## config.mk

```make
export PLATFORM = sky130hd
export DESIGN_NAME = cpu_loader
export DESIGN_NICKNAME = d
export VERILOG_FILES = /design/src/rtl/cpu_loader.sv
export SDC_FILE = /design/constraint.sdc
export NUM_CORES = 1
export LEC_CHECK = 0
export ABC_AREA = 0
export BUFFER_PORTS_ARGS = -buffer_cell sky130_fd_sc_hd__buf_4
export CORE_ASPECT_RATIO = 0.8
export CORE_MARGIN = 1.5
export CORE_UTILIZATION = 44
export DETAILED_ROUTE_END_ITERATION = 10
export HOLD_SLACK_MARGIN = 0.05
export PLACE_DENSITY = 0.78
export SKIP_LAST_GASP = 1
export SLEW_MARGIN = 20
export SYNTH_ARGS = -nofsm -noshare
export SYNTH_HDL_FRONTEND = slang
export SYNTH_SLANG_ARGS = --single-unit
```

## constraint.sdc

```tcl
create_clock -name clk -period 5.3 [get_ports clk]
set_input_delay 0.795 -clock clk [delete_from_list [all_inputs] [get_ports clk]]
set_output_delay 0.795 -clock clk [all_outputs]
set_load 0.1 [all_outputs]
```

## src/rtl/cpu_loader.sv

```systemverilog
// Boot loader: streams a program image into the CPU's instruction and data memories, then enables the CPU.
// Optional write-readback checking is compiled in with `define CPU_LOADER_VERIFY_EN.
module cpu_loader #(
  parameter int unsigned IMEM_DEPTH = 512,
  parameter int unsigned DMEM_DEPTH = 1024
) (
  input  logic        clk,
  input  logic        arst,
  input  logic        start,
  input  logic [9:0]  imem_words,
  input  logic [10:0] dmem_words,
  input  logic        in_valid,
  input  logic [31:0] in_data,
  output logic        in_ready,
  output logic [31:0] imem_addr_ext,
  output logic        imem_wen_ext,
  output logic        imem_ren_ext,
  output logic [31:0] imem_wdata_ext,
  input  logic [31:0] imem_rdata_ext,
  output logic [31:0] dmem_addr_ext,
  output logic        dmem_wen_ext,
  output logic        dmem_ren_ext,
  output logic [31:0] dmem_wdata_ext,
  input  logic [31:0] dmem_rdata_ext,
  output logic        cpu_enable,
  output logic        busy,
  output logic        done,
  output logic        error,
  output logic [31:0] cycle_count
);

  typedef enum logic [2:0] {
    IDLE,
    LOAD_I,
    LOAD_D,
`ifdef CPU_LOADER_VERIFY_EN
    VERIFY,
`endif
    RUN,
    ERROR
  } state_t;

  localparam logic [10:0] IMEM_MAX = 11'(IMEM_DEPTH);
  localparam logic [10:0] DMEM_MAX = 11'(DMEM_DEPTH);

  state_t      state;
  logic [10:0] imem_cnt;
  logic [10:0] dmem_cnt;
  logic [10:0] word_idx;

  logic        handshake;
  logic        last_word;
  logic        overflow;
  logic [10:0] sec_len;
  logic [10:0] idx_next;
  logic [31:0] word_addr;

  assign in_ready  = (state == LOAD_I) || (state == LOAD_D);
  assign handshake = in_valid && in_ready;
  assign sec_len   = (state == LOAD_I) ? imem_cnt : dmem_cnt;
  assign idx_next  = word_idx + 11'd1;
  // The index never reaches the count while loading, so equality with idx+1 marks the final word.
  assign last_word = (idx_next == sec_len);
  assign word_addr = {19'd0, word_idx, 2'b00};
  assign overflow  = ({1'b0, imem_words} > IMEM_MAX) || (dmem_words > DMEM_MAX);
  assign error     = (state == ERROR);

`ifdef CPU_LOADER_VERIFY_EN
  logic        v_dmem;
  logic        v_last;
  logic [31:0] v_data;
  logic [1:0]  v_phase;
  logic [31:0] v_rdata;

  assign busy    = in_ready || (state == VERIFY);
  assign v_rdata = v_dmem ? dmem_rdata_ext : imem_rdata_ext;
`else
  logic unused_rdata;

  assign busy         = in_ready;
  assign imem_ren_ext = 1'b0;
  assign dmem_ren_ext = 1'b0;
  assign unused_rdata = ^{imem_rdata_ext, dmem_rdata_ext};
`endif

  // NOTE: all state here uses non-blocking assignments so every register samples pre-edge values.
  always_ff @(posedge clk or posedge arst) begin
    if (arst) begin
      state          <= IDLE;
      imem_cnt       <= '0;
      dmem_cnt       <= '0;
      word_idx       <= '0;
      imem_addr_ext  <= '0;
      imem_wen_ext   <= 1'b0;
      imem_wdata_ext <= '0;
      dmem_addr_ext  <= '0;
      dmem_wen_ext   <= 1'b0;
      dmem_wdata_ext <= '0;
      cpu_enable     <= 1'b0;
      done           <= 1'b0;
      cycle_count    <= '0;
`ifdef CPU_LOADER_VERIFY_EN
      imem_ren_ext   <= 1'b0;
      dmem_ren_ext   <= 1'b0;
      v_dmem         <= 1'b0;
      v_last         <= 1'b0;
      v_data         <= '0;
      v_phase        <= '0;
`endif
    end else begin
      imem_wen_ext <= 1'b0;
      dmem_wen_ext <= 1'b0;
      done         <= 1'b0;
`ifdef CPU_LOADER_VERIFY_EN
      imem_ren_ext <= 1'b0;
      dmem_ren_ext <= 1'b0;
`endif
      if (cpu_enable && (cycle_count != '1)) cycle_count <= cycle_count + 32'd1;

      case (state)
        IDLE, RUN, ERROR: begin
          if (start) begin
            imem_cnt    <= {1'b0, imem_words};
            dmem_cnt    <= dmem_words;
            word_idx    <= '0;
            cycle_count <= '0;
            cpu_enable  <= 1'b0;
            if (overflow) begin
              state <= ERROR;
            end else if (imem_words != '0) begin
              state <= LOAD_I;
            end else if (dmem_words != '0) begin
              state <= LOAD_D;
            end else begin
              state      <= RUN;
              cpu_enable <= 1'b1;
              done       <= 1'b1;
            end
          end else if ((state == RUN) && !cpu_enable) begin
            cpu_enable <= 1'b1;
            done       <= 1'b1;
          end
        end

        LOAD_I, LOAD_D: begin
          if (handshake) begin
            if (state == LOAD_I) begin
              imem_wen_ext   <= 1'b1;
              imem_addr_ext  <= word_addr;
              imem_wdata_ext <= in_data;
            end else begin
              dmem_wen_ext   <= 1'b1;
              dmem_addr_ext  <= word_addr;
              dmem_wdata_ext <= in_data;
            end
`ifdef CPU_LOADER_VERIFY_EN
            state   <= VERIFY;
            v_phase <= 2'd0;
            v_dmem  <= (state == LOAD_D);
            v_last  <= last_word;
            v_data  <= in_data;
`else
            if (last_word) begin
              word_idx <= '0;
              state    <= ((state == LOAD_I) && (dmem_cnt != '0)) ? LOAD_D : RUN;
            end else begin
              word_idx <= idx_next;
            end
`endif
          end
        end

`ifdef CPU_LOADER_VERIFY_EN
        // Phase 0 is the write cycle, phase 1 the read strobe, phase 2 sees the read data.
        VERIFY: begin
          case (v_phase)
            2'd0: begin
              imem_ren_ext <= !v_dmem;
              dmem_ren_ext <= v_dmem;
              v_phase      <= 2'd1;
            end
            2'd1: v_phase <= 2'd2;
            default: begin
              v_phase <= 2'd0;
              if (v_rdata != v_data) begin
                state <= ERROR;
              end else if (v_last) begin
                word_idx <= '0;
                if (!v_dmem && (dmem_cnt != '0)) begin
                  state <= LOAD_D;
                end else begin
                  state      <= RUN;
                  cpu_enable <= 1'b1;
                  done       <= 1'b1;
                end
              end else begin
                word_idx <= idx_next;
                state    <= v_dmem ? LOAD_D : LOAD_I;
              end
            end
          endcase
        end
`endif

        default: state <= IDLE;
      endcase
    end
  end

endmodule
```

# [Word-level counts from Yosys, hierarchy flattened]
# Cells that the tools add are included.
[totals] input_bits=121 word_cells=78 register_bits=157
[op_classes] magnitude_cmp=2 n_eq_ne=9 n_mux=30 add_sub_neg=2 bitwise=1 reduce_logical=21
[ops] op="$mux W32" n=3
[ops] op="$mux W11" n=4
[ops] op="$add A32 B1 Y32 const B" n=1
[ops] op="$ne A32 B32 Y1 const B" n=1
[ops] op="$pmux W11 S2" n=1
[ops] op="$reduce_bool A11 Y1" n=2
[ops] op="$mux W1" n=16
[ops] op="$mux W3" n=4
[ops] op="$reduce_and A3 Y1" n=4
[ops] op="$add A11 B1 Y11 const B" n=1
[ops] op="$eq A11 B11 Y1" n=1
[ops] op="$gt A11 B11 Y1 const B" n=1
[ops] op="$gt A10 B10 Y1 const B" n=1
[ops] op="$reduce_bool A10 Y1" n=1
[ops] op="$eq A3 B2 Y1 const B" n=2
[ops] op="$ne A2 B2 Y1 const B" n=3
[ops] op="$pmux W3 S2" n=1
[ops] op="$logic_and A1 B1 Y1" n=4
[ops] op="$reduce_and A2 Y1" n=2
[ops] op="$reduce_bool A2 Y1" n=2
[ops] op="$eq A3 B1 Y1 const B" n=1
[ops] op="$eq A3 B3 Y1 const B" n=1
[ops] op="$logic_not A3 Y1" n=1
[ops] op="$reduce_or A3 Y1" n=1
[ops] op="5 further kinds" n=6

# [Depth between registers and ports, before layout]
# Gate-level depths: netlist of the first run.
[depth] ltp_word=6 ltp_mapped=10

# [Worst setup path after synthesis of the first run]
# Ideal clock, no wire load.
[synth_timing] path_kind="register to output" start="register state[0]" end="output in_ready" required_ps=4505 t_arrival_ps=2606 stages_incl_launch_ff=5 path_buffers=2 slack_ps=1899 path_cell_list="dfrtp_1 -> clkbuf_1 -> xnor2_1 -> nor2_1 -> buf_4"
[synth_via] elab_chain_len=2 elab_cells_between_ends=3
[synth_rtl] item="start, declared" line_no="46" rtl="state_t state;"
[synth_rtl] item="start signal, assigned" line_no="165" rtl="state <= ((state == LOAD_I) && (dmem_cnt != '0)) ? LOAD_D : RUN;"
[synth_rtl] item="$eq A3 B1 Y1 / $eq A3 B2 Y1 (equally long branches)" line_no="58" rtl="assign in_ready = (state == LOAD_I) || (state == LOAD_D);"
[synth_rtl] item="$logic_or A1 B1 Y1 *" line_no="58"
[synth_rtl] item="end, declared" line_no="14" rtl="output logic in_ready,"
# Mark *: on every way between the ends. The rest lies on a longest branch, timed or not.

# [Worst setup path after layout of the first run]
[layout_timing] start="register state[0]" end="register word_idx[7]"
[layout_via] elab_chain_len=6 elab_cells_between_ends=18
[layout_rtl] item="$eq A3 B1 Y1" line_no="58, 60, 120"
[layout_rtl] item="$mux W11" line_no="60" rtl="assign sec_len = (state == LOAD_I) ? imem_cnt : dmem_cnt;"
[layout_rtl] item="$eq A11 B11 Y1" line_no="63" rtl="assign last_word = (idx_next == sec_len);"
[layout_rtl] item="$mux W11" line_no="163" rtl="if (last_word) begin"
[layout_rtl] item="$mux W11" line_no="146" rtl="if (handshake) begin"
[layout_rtl] item="$pmux W11 S2" line_no="120" rtl="case (state)"
[layout_rtl] item="end signal, assigned" line_no="167" rtl="word_idx <= idx_next;"
[layout_rtl] item="end, declared" line_no="49" rtl="logic [10:0] word_idx;"
# Parallel ways exist; a longest one is shown, timed or not. The select of a mux whose other input is x is not followed.
# A chain may end at the register's enable or synchronous reset.

==> metrics.txt, run 1 <==
pin count of the biggest net entering global routing 70; Fin. Hold Viols 0; DRT Pass-1 Iters 4; total setup buffers inserted after CTS 0; top cells by area, synth dfrtp_1 (53%), mux2_2 (17%), buf_4 (4.7%); core area 0.01650 mm^2; sequential-to-total area share from yosys stat 53.12%; Worst-path clk slew 0.06 ns; Max Freq 308.5 MHz; kind of critical path flop to flop; CTS H-Tree Depth 4; final setup violation count 0; I/O Buffers 181; I/O Pins 290; PostCTS Resize Cnt 0; Detail Placement HPWL 11.39 mm; initial core utilization 44.82%; Top FF cell, synth dfrtp_1; final net count 928; clock latency on the worst-skew pair 0.42 ns; Crit. End Element flop; grt ovf 0; area grow syn2layout 27.24%; gpl congestion 0.7859; antenna violations before repair 0; first-pass GRT wire length 26.78 mm; vias post-DR 5223; ant diodes 0; Post-Syn Instances 627; Reg area 0.003929 mm^2; vias in the first global route 5199; DRT iter0 DRCs 194; setup TNS 0 ns; Slew headroom 39.41%; die span in x 148.0 um; # fillers 1392; combined area of the multi-input logic cells 0.003154 mm^2; WL final 16.22 mm; Yosys reg bits 157; die area 0.01760 mm^2; status finished, final reports clean; clock period minus worst slack 3.241 ns; Netlist cell types 47; DRC viols 0; cts hold-fix bufs 0; CP Launch Type flop; vias per inst 5.037; EDFF count, synth 0; measured slew at the worst slew-check pin 0.9069 ns; DRT antenna net count 0; CP Data Arrival Time 3.55 ns; CTS Buffer Depth 2; Post-synth top cells dfrtp_1 (157), mux2_2 (109), nor2_1 (56); clock root buffer clkbuf_16; RSZ-0062 raised after global routing false; ys async rst share 100.0%; All-Layer GR Usage 19.17%; CTS tree built; count leader, synth dfrtp_1; area leader, netlist dfrtp_1; share of the synthesized area in the top cell type 53.12%; max_cap viols 0; wire length per cell 15.64 um; period utilisation layout 61.16%; Worst EP required 5.60 ns; CP max FO 16; max-slew violations 0; # rows 42; Mapped Area 0.007396 mm^2; Yosys Warn Count 0; Die Ht 119.0 um; share of cells above drive strength 1 41.00%; mean post-synth cell area 11.80 um^2; Hold WC Path Type input pin to asynchronous set/reset pin; cts bufs inserted 17; clk sinks 157; Clock Skews 0.01147 ns
-- cell type report --
cell class                 instances  area share, %
sequential                       157          41.75
tap                              220          2.925
timing repair buffer             187          14.92
multi-input combinational        432          33.52
clock buffer                      20          4.640
inverter                          10         0.4521
clock inverter                    11          1.795
-- cells in the final DEF, fill, tap and decap left out, types with 5 or more instances in the layout --
cell       instances
conb_1            44
nor2_1            55
or3_1              5
buf_4            187
mux2i_1           11
nand4_1            8
nor2b_1            5
a22o_1             9
dfrtp_1          157
a21oi_1           11
nand2_1           22
mux2_2           109
o21ai_0           17
and4_1             6
and2_1             5
xor2_1            11
and3_1             8
nand3_1           18
clkbuf_16         17
inv_1              8
xnor2_1           31
nor3_1            14
nor4_1             8
-- worst max-delay path: stages (launching register included) --
cell and delay (ns):
dfrtp_1 0.60, nor3b_1 0.33, buf_4 0.27, mux2i_1 0.28, xor2_1 0.10, nor3_1 0.31
o2111ai_1 0.16, o31ai_1 0.52, buf_4 0.26, o21ai_0 0.09, a22o_1 0.21
-- metal layers --
metal / part of all wire (%) / global-route usage, %
met2: 47 / 30.40
met5: 0 / 0
met4: 1.8 / 6.621
met3: 5.4 / 4.444
met1: 46 / 25.88
-- stage by stage --
stage	utilization [%]	worst slack (ns)	area [um^2]	instances	hold WS [ns]
floorplan	-	0.2701	7557	670	0.4724
global placement	53.34	2.150	8802	1006	0.4836
detailed placement	53.34	2.113	8802	1006	0.4884
CTS	57.01	2.078	9408	1037	0.4768
global route	57.03	1.724	9410	1037	0.4827
finish	57.03	2.059	9410	1037	0.4476
-- worst paths after layout --
kind,from,to,slack (ns),depth (start not counted)
min in group clk,imem_cnt[2],imem_cnt[2],0.50,1
setup / recovery,state[0],word_idx[7],2.06,10
max in group asynchronous,arst,cpu_enable,3.70,3
hold reg to reg,imem_cnt[2],imem_cnt[2],0.50,1
hold / removal,arst,dmem_wdata_ext[12],0.45,2
setup reg to reg,state[0],word_idx[7],2.06,10
-- flip-flops by register name, summed over array words and instances, names as in the netlist --
register and cells:
cycle_count 32, dmem_wdata_ext 32, imem_wdata_ext 32, dmem_addr_ext 11
dmem_cnt 11, imem_addr_ext 11, word_idx 11, imem_cnt 10
state 3, cpu_enable 1, dmem_wen_ext 1, done 1
imem_wen_ext 1
-- cell families after synthesis --
| group | count (synthesis) | synth area share [%] |
|---|---|---|
| simple gates | 168 | 11.61 |
| flops | 157 | 53.12 |
| mux | 120 | 18.09 |
| buf+inv | 81 | 6.564 |
| compound gates | 56 | 5.261 |
| xor+xnor | 42 | 4.974 |
| fa+ha+maj | 2 | 0.3383 |
| other cells | 1 | 0.05070 |
Power of run 1 is left out: the tool's default activity adds up to more than one toggle a clock period on the data nets, which glitch-free logic cannot reach.
==> run 2: changes to the inputs <==
--- a/config.mk
+++ b/config.mk
@@ -9,10 +9,10 @@
 export BUFFER_PORTS_ARGS = -buffer_cell sky130_fd_sc_hd__buf_4
 export CORE_ASPECT_RATIO = 0.8
 export CORE_MARGIN = 1.5
-export CORE_UTILIZATION = 44
+export CORE_UTILIZATION = 49
 export DETAILED_ROUTE_END_ITERATION = 10
 export HOLD_SLACK_MARGIN = 0.05
-export PLACE_DENSITY = 0.78
+export PLACE_DENSITY = 0.82
 export SKIP_LAST_GASP = 1
 export SLEW_MARGIN = 20
 export SYNTH_ARGS = -nofsm -noshare
==> constraint.sdc (replaced) <==
create_clock -name clk -period 3 [get_ports clk]
set_input_delay 0.45 -clock clk [delete_from_list [all_inputs] [get_ports clk]]
set_output_delay 0.45 -clock clk [all_outputs]
set_load 0.1 [all_outputs]
==> run 2 against run 1 <==
Net effect:
- final cell count shrank 2.2%
- sequential share of layout area shrank 0.57 points
- critical path depth shrank 1
- sequential cell count is the same
- routed wire length grew 0.54%
- worst setup slack lost 1.9 ns
- register-to-register slack lost 1.9 ns
- maximum frequency grew 14%
==> metrics.txt, run 2 (synthesis results as in run 1) <==
clk sinks 157; All-Layer GR Usage 21.26%; status finished, final reports clean; kind of critical path flop to flop; initial core utilization 51.03%; RR Endpoint word_idx[0]; CTS Buffer Depth 2; Slew headroom 56.10%; final setup violation count 0; Worst EP required 3.30 ns; pin count of the biggest net entering global routing 60; worst hold stages 2; slack of the worst reg-to-reg path 0.17 ns; period utilisation layout 94.40%; I/O Pins 290; setup TNS 0 ns; CP startpoint state[0]; DRT Pass-1 Iters 4; # fillers 1057; CTS H-Tree Depth 4; final net count 940; Max Freq 353.1 MHz; first-pass GRT wire length 26.59 mm; RSZ-0062 raised after global routing false; worst r2r src state[0]; Clock Skews 0.007855 ns; most common cell after layout, fill and taps aside buf_4; die area 0.01584 mm^2; worst setup path end word_idx[0]; clock latency on the worst-skew pair 0.42 ns; share of cells above drive strength 1 42.53%; wire length per cell 16.09 um; CP Data Arrival Time 3.13 ns; DRT iter0 DRCs 340; DRT antenna net count 0; # rows 39; CP max FO 10; grt ovf 0; CTS tree built; vias per inst 5.267; Register-to-Register Path Depth 9; core area 0.01449 mm^2; WL final 16.31 mm; cts bufs inserted 17; combined area of the multi-input logic cells 0.003171 mm^2; Reg area 0.003929 mm^2; max_cap viols 0; clock period minus worst slack 2.832 ns; CP Launch Type flop; Largest regs cycle_count (32), dmem_wdata_ext (32), imem_wdata_ext (32); Crit. End Element flop; Hold WC Path Type input pin to flop; area grow syn2layout 29.01%; DRC viols 0; Worst-path clk slew 0.06 ns; Fin. Hold Viols 0; die span in x 140.4 um; measured slew at the worst slew-check pin 0.6570 ns; max-slew violations 0; ant diodes 0; vias in the first global route 5277; commonest non-fill, non-tap cells in the layout buf_4 (193), dfrtp_1 (157), mux2_2 (109); clock root buffer clkbuf_16; I/O Buffers 181; vias post-DR 5341; antenna violations before repair 0; Detail Placement HPWL 11.56 mm; gpl congestion 0.8660; Die Ht 112.9 um
## run 2: metrics by stage
step                area (um^2)  instances  util [%]  setup slack [ns]  hold WS (ns)
floorplan                  7564        670         -           0.09762        0.4724
global placement           8904        981     61.43            0.2392        0.4332
detailed placement         8904        981     61.43            0.1721        0.4303
CTS                        9525       1014     65.73           0.06218        0.2448
global route               9542       1014     65.84           0.01847        0.2556
finish                     9542       1014     65.84            0.1680        0.2689
## run 2: worst max-delay path: stages (launching register included)
cell and delay (ns):
dfrtp_1 0.43, or3b_4 0.47, a2111oi_4 0.35, a211oi_1 0.10, a211oi_2 0.28, o2111ai_1 0.18
o31ai_2 0.34, buf_4 0.20, nor2_4 0.07, mux2_2 0.28
## run 2: layout make-up
cell class	count	area share, %
clock inverter	9	1.403
sequential	157	41.17
multi-input combinational	432	33.23
clock buffer	23	5.009
inverter	10	0.4327
tap	184	2.413
timing repair buffer	199	16.34
## run 2: worst min path at each step
stage,slack (ns),end,start
after floorplan,0.47,imem_cnt[2],imem_cnt[2]
after global placement,0.43,imem_cnt[0],arst
after detailed placement,0.43,imem_cnt[0],arst
after CTS,0.24,state[2],start
after global routing,0.26,dmem_cnt[6],dmem_words[6]
final,0.27,state[2],start
## run 2: repair_timing
item / CTS / global route
endpoints found under the setup margin: 0 / 11
hold buffers: 1 / 0
hold endpoints to repair: 8 / 0
buffers inserted: 0 / 0
resized for setup: 0 / 4
## run 2: layer usage
metal	part of all wire, %	GRT usage (%)
met3	7.0	6.136
met5	0	0
met4	1.4	6.596
met2	48	34.55
met1	44	27.76
Power of run 2 is left out for the same reason.
==> run 3: changes to the inputs <==
--- a/config.mk
+++ b/config.mk
@@ -6,10 +6,11 @@
 export NUM_CORES = 1
 export LEC_CHECK = 0
 export ABC_AREA = 0
-export BUFFER_PORTS_ARGS = -buffer_cell sky130_fd_sc_hd__buf_4
+export BUFFER_PORTS_ARGS = -buffer_cell sky130_fd_sc_hd__buf_2
 export CORE_ASPECT_RATIO = 0.8
 export CORE_MARGIN = 1.5
 export CORE_UTILIZATION = 49
+export CTS_CLUSTER_SIZE = 28
 export DETAILED_ROUTE_END_ITERATION = 10
 export HOLD_SLACK_MARGIN = 0.05
 export PLACE_DENSITY = 0.82
==> run 3 against run 2 <==
Net effect:
- via count shrank 0.47%
- sequential cell count is the same
- die area unchanged
- worst setup slack improved by 0.015 ns
- global-route usage decreased by 0.85 points
- critical endpoint unchanged
- largest cell class unchanged
==> metrics.txt, run 3 (synthesis results as in run 1) <==
CP Launch Type flop; crit path max-delay cell type or3b_1; period utilisation layout 93.91%; first-pass GRT wire length 25.66 mm; CTS H-Tree Depth 4; crit path cell chain or3b_1 > a2111oi_4 > a211oi_1 > a211oi_2 > o2111ai_1 > o31ai_1 > buf_4 > nor2_4 > mux2_2; status finished, final reports clean; cts hold-fix bufs 0; CP max stage delay 0.51 ns; CTS Buffer Depth 2; measured slew at the worst slew-check pin 0.8890 ns; DRC viols 0; All-Layer GR Usage 20.41%; Worst-path clk slew 0.06 ns; clock period minus worst slack 2.817 ns; critical path's top delay family compound AO/OA/AOI/OAI gates; Die Ht 112.9 um; wire length per cell 15.50 um; commonest non-fill, non-tap cells in the layout buf_2 (181), dfrtp_1 (157), mux2_2 (109); Detail Placement HPWL 10.65 mm; Register-to-Register Path Depth 9; clk sinks 157; area grow syn2layout 20.81%; most common cell after layout, fill and taps aside buf_2; antenna violations before repair 0; DRT Pass-1 Iters 4; DR WL met3 1.011 mm; slack of the worst reg-to-reg path 0.18 ns; total setup buffers inserted after CTS 0; die span in x 140.4 um; clock latency on the worst-skew pair 0.42 ns; cts bufs inserted 17; final net count 935; CP Data Arrival Time 3.11 ns; RSZ-0062 raised after global routing false; wire length on met1 7.039 mm; vias post-DR 5316; Largest regs cycle_count (32), dmem_wdata_ext (32), imem_wdata_ext (32); vias in the first global route 5165; ant diodes 0; I/O Pins 290; Max Freq 355.0 MHz; max-slew violations 0; worst r2r src state[0]; Crit. End Element flop; RR Endpoint word_idx[0]; Slew headroom 40.73%; # rows 39; WL final 15.60 mm; WP buf/inv 1; setup TNS 0 ns; max_cap viols 0; I/O Buffers 181; die area 0.01584 mm^2; CP max FO 10; final setup violation count 0; initial core utilization 51.03%; CTS tree built; gpl congestion 0.8150; pin count of the biggest net entering global routing 158; grt ovf 0; DRT iter0 DRCs 292; Worst EP required 3.30 ns; share of cells above drive strength 1 41.73%; Hold WC Path Type input pin to asynchronous set/reset pin; Clock Skews 0.008748 ns; vias per inst 5.284; kind of critical path flop to flop; DRT antenna net count 0; routed wl met2 7.428 mm; clock root buffer clkbuf_16; Fin. Hold Viols 0; max layer used met4; PostCTS Resize Cnt 0; core area 0.01449 mm^2
[run 3: how the worst max path moves through the flow]
stage	from	endpoint	slack [ns]	cells past startpoint
after floorplan	cycle_count[5]	cycle_count[25]	0.1	9
after global placement	state[1]	word_idx[0]	0.28	9
after detailed placement	state[1]	word_idx[0]	0.23	9
after CTS	state[0]	word_idx[0]	0.20	9
after global routing	state[0]	word_idx[0]	0.04	9
final	state[0]	word_idx[0]	0.18	9
[run 3: tightest hold or removal path, delay by kind of cell]
kind                   cells  cell delay, ns
buffers and inverters      3            0.68
[run 3: per-stage QoR]
stage	setup slack [ns]	instance area (um^2)	hold slack, ns	instances	utilization, %
2_1_floorplan	0.09762	7564	0.4724	670	-
3_3_place_gp	0.2773	8408	0.4829	977	58.02
3_5_place_dp	0.2325	8408	0.4871	977	58.02
4_1_cts	0.1978	8935	0.2579	1006	61.65
5_1_grt	0.04010	8935	0.2553	1006	61.65
6_report	0.1828	8935	0.2034	1006	61.65
[run 3: area by class of cell]
cell class                      instances  area (um^2)
Clock inverter                          6        38.79
Fill cell                            1167         5558
Sequential cell                       157         3929
Timing Repair Buffer                  194         1054
Inverter                               10        41.29
Tap cell                              184        230.2
Clock buffer                           23        488.0
Multi-Input combinational cell        432         3154
[run 3: per-layer routing]
| layer | vias to the layer above | global-route usage, % |
|---|---|---|
| met5 | - | 0 |
| met4 | 0 | 4.070 |
| met3 | 11 | 6.517 |
| met2 | 171 | 33.14 |
| met1 | 2645 | 27.15 |
| li1 | 2489 | - |
Power of run 3 is left out for the same reason.
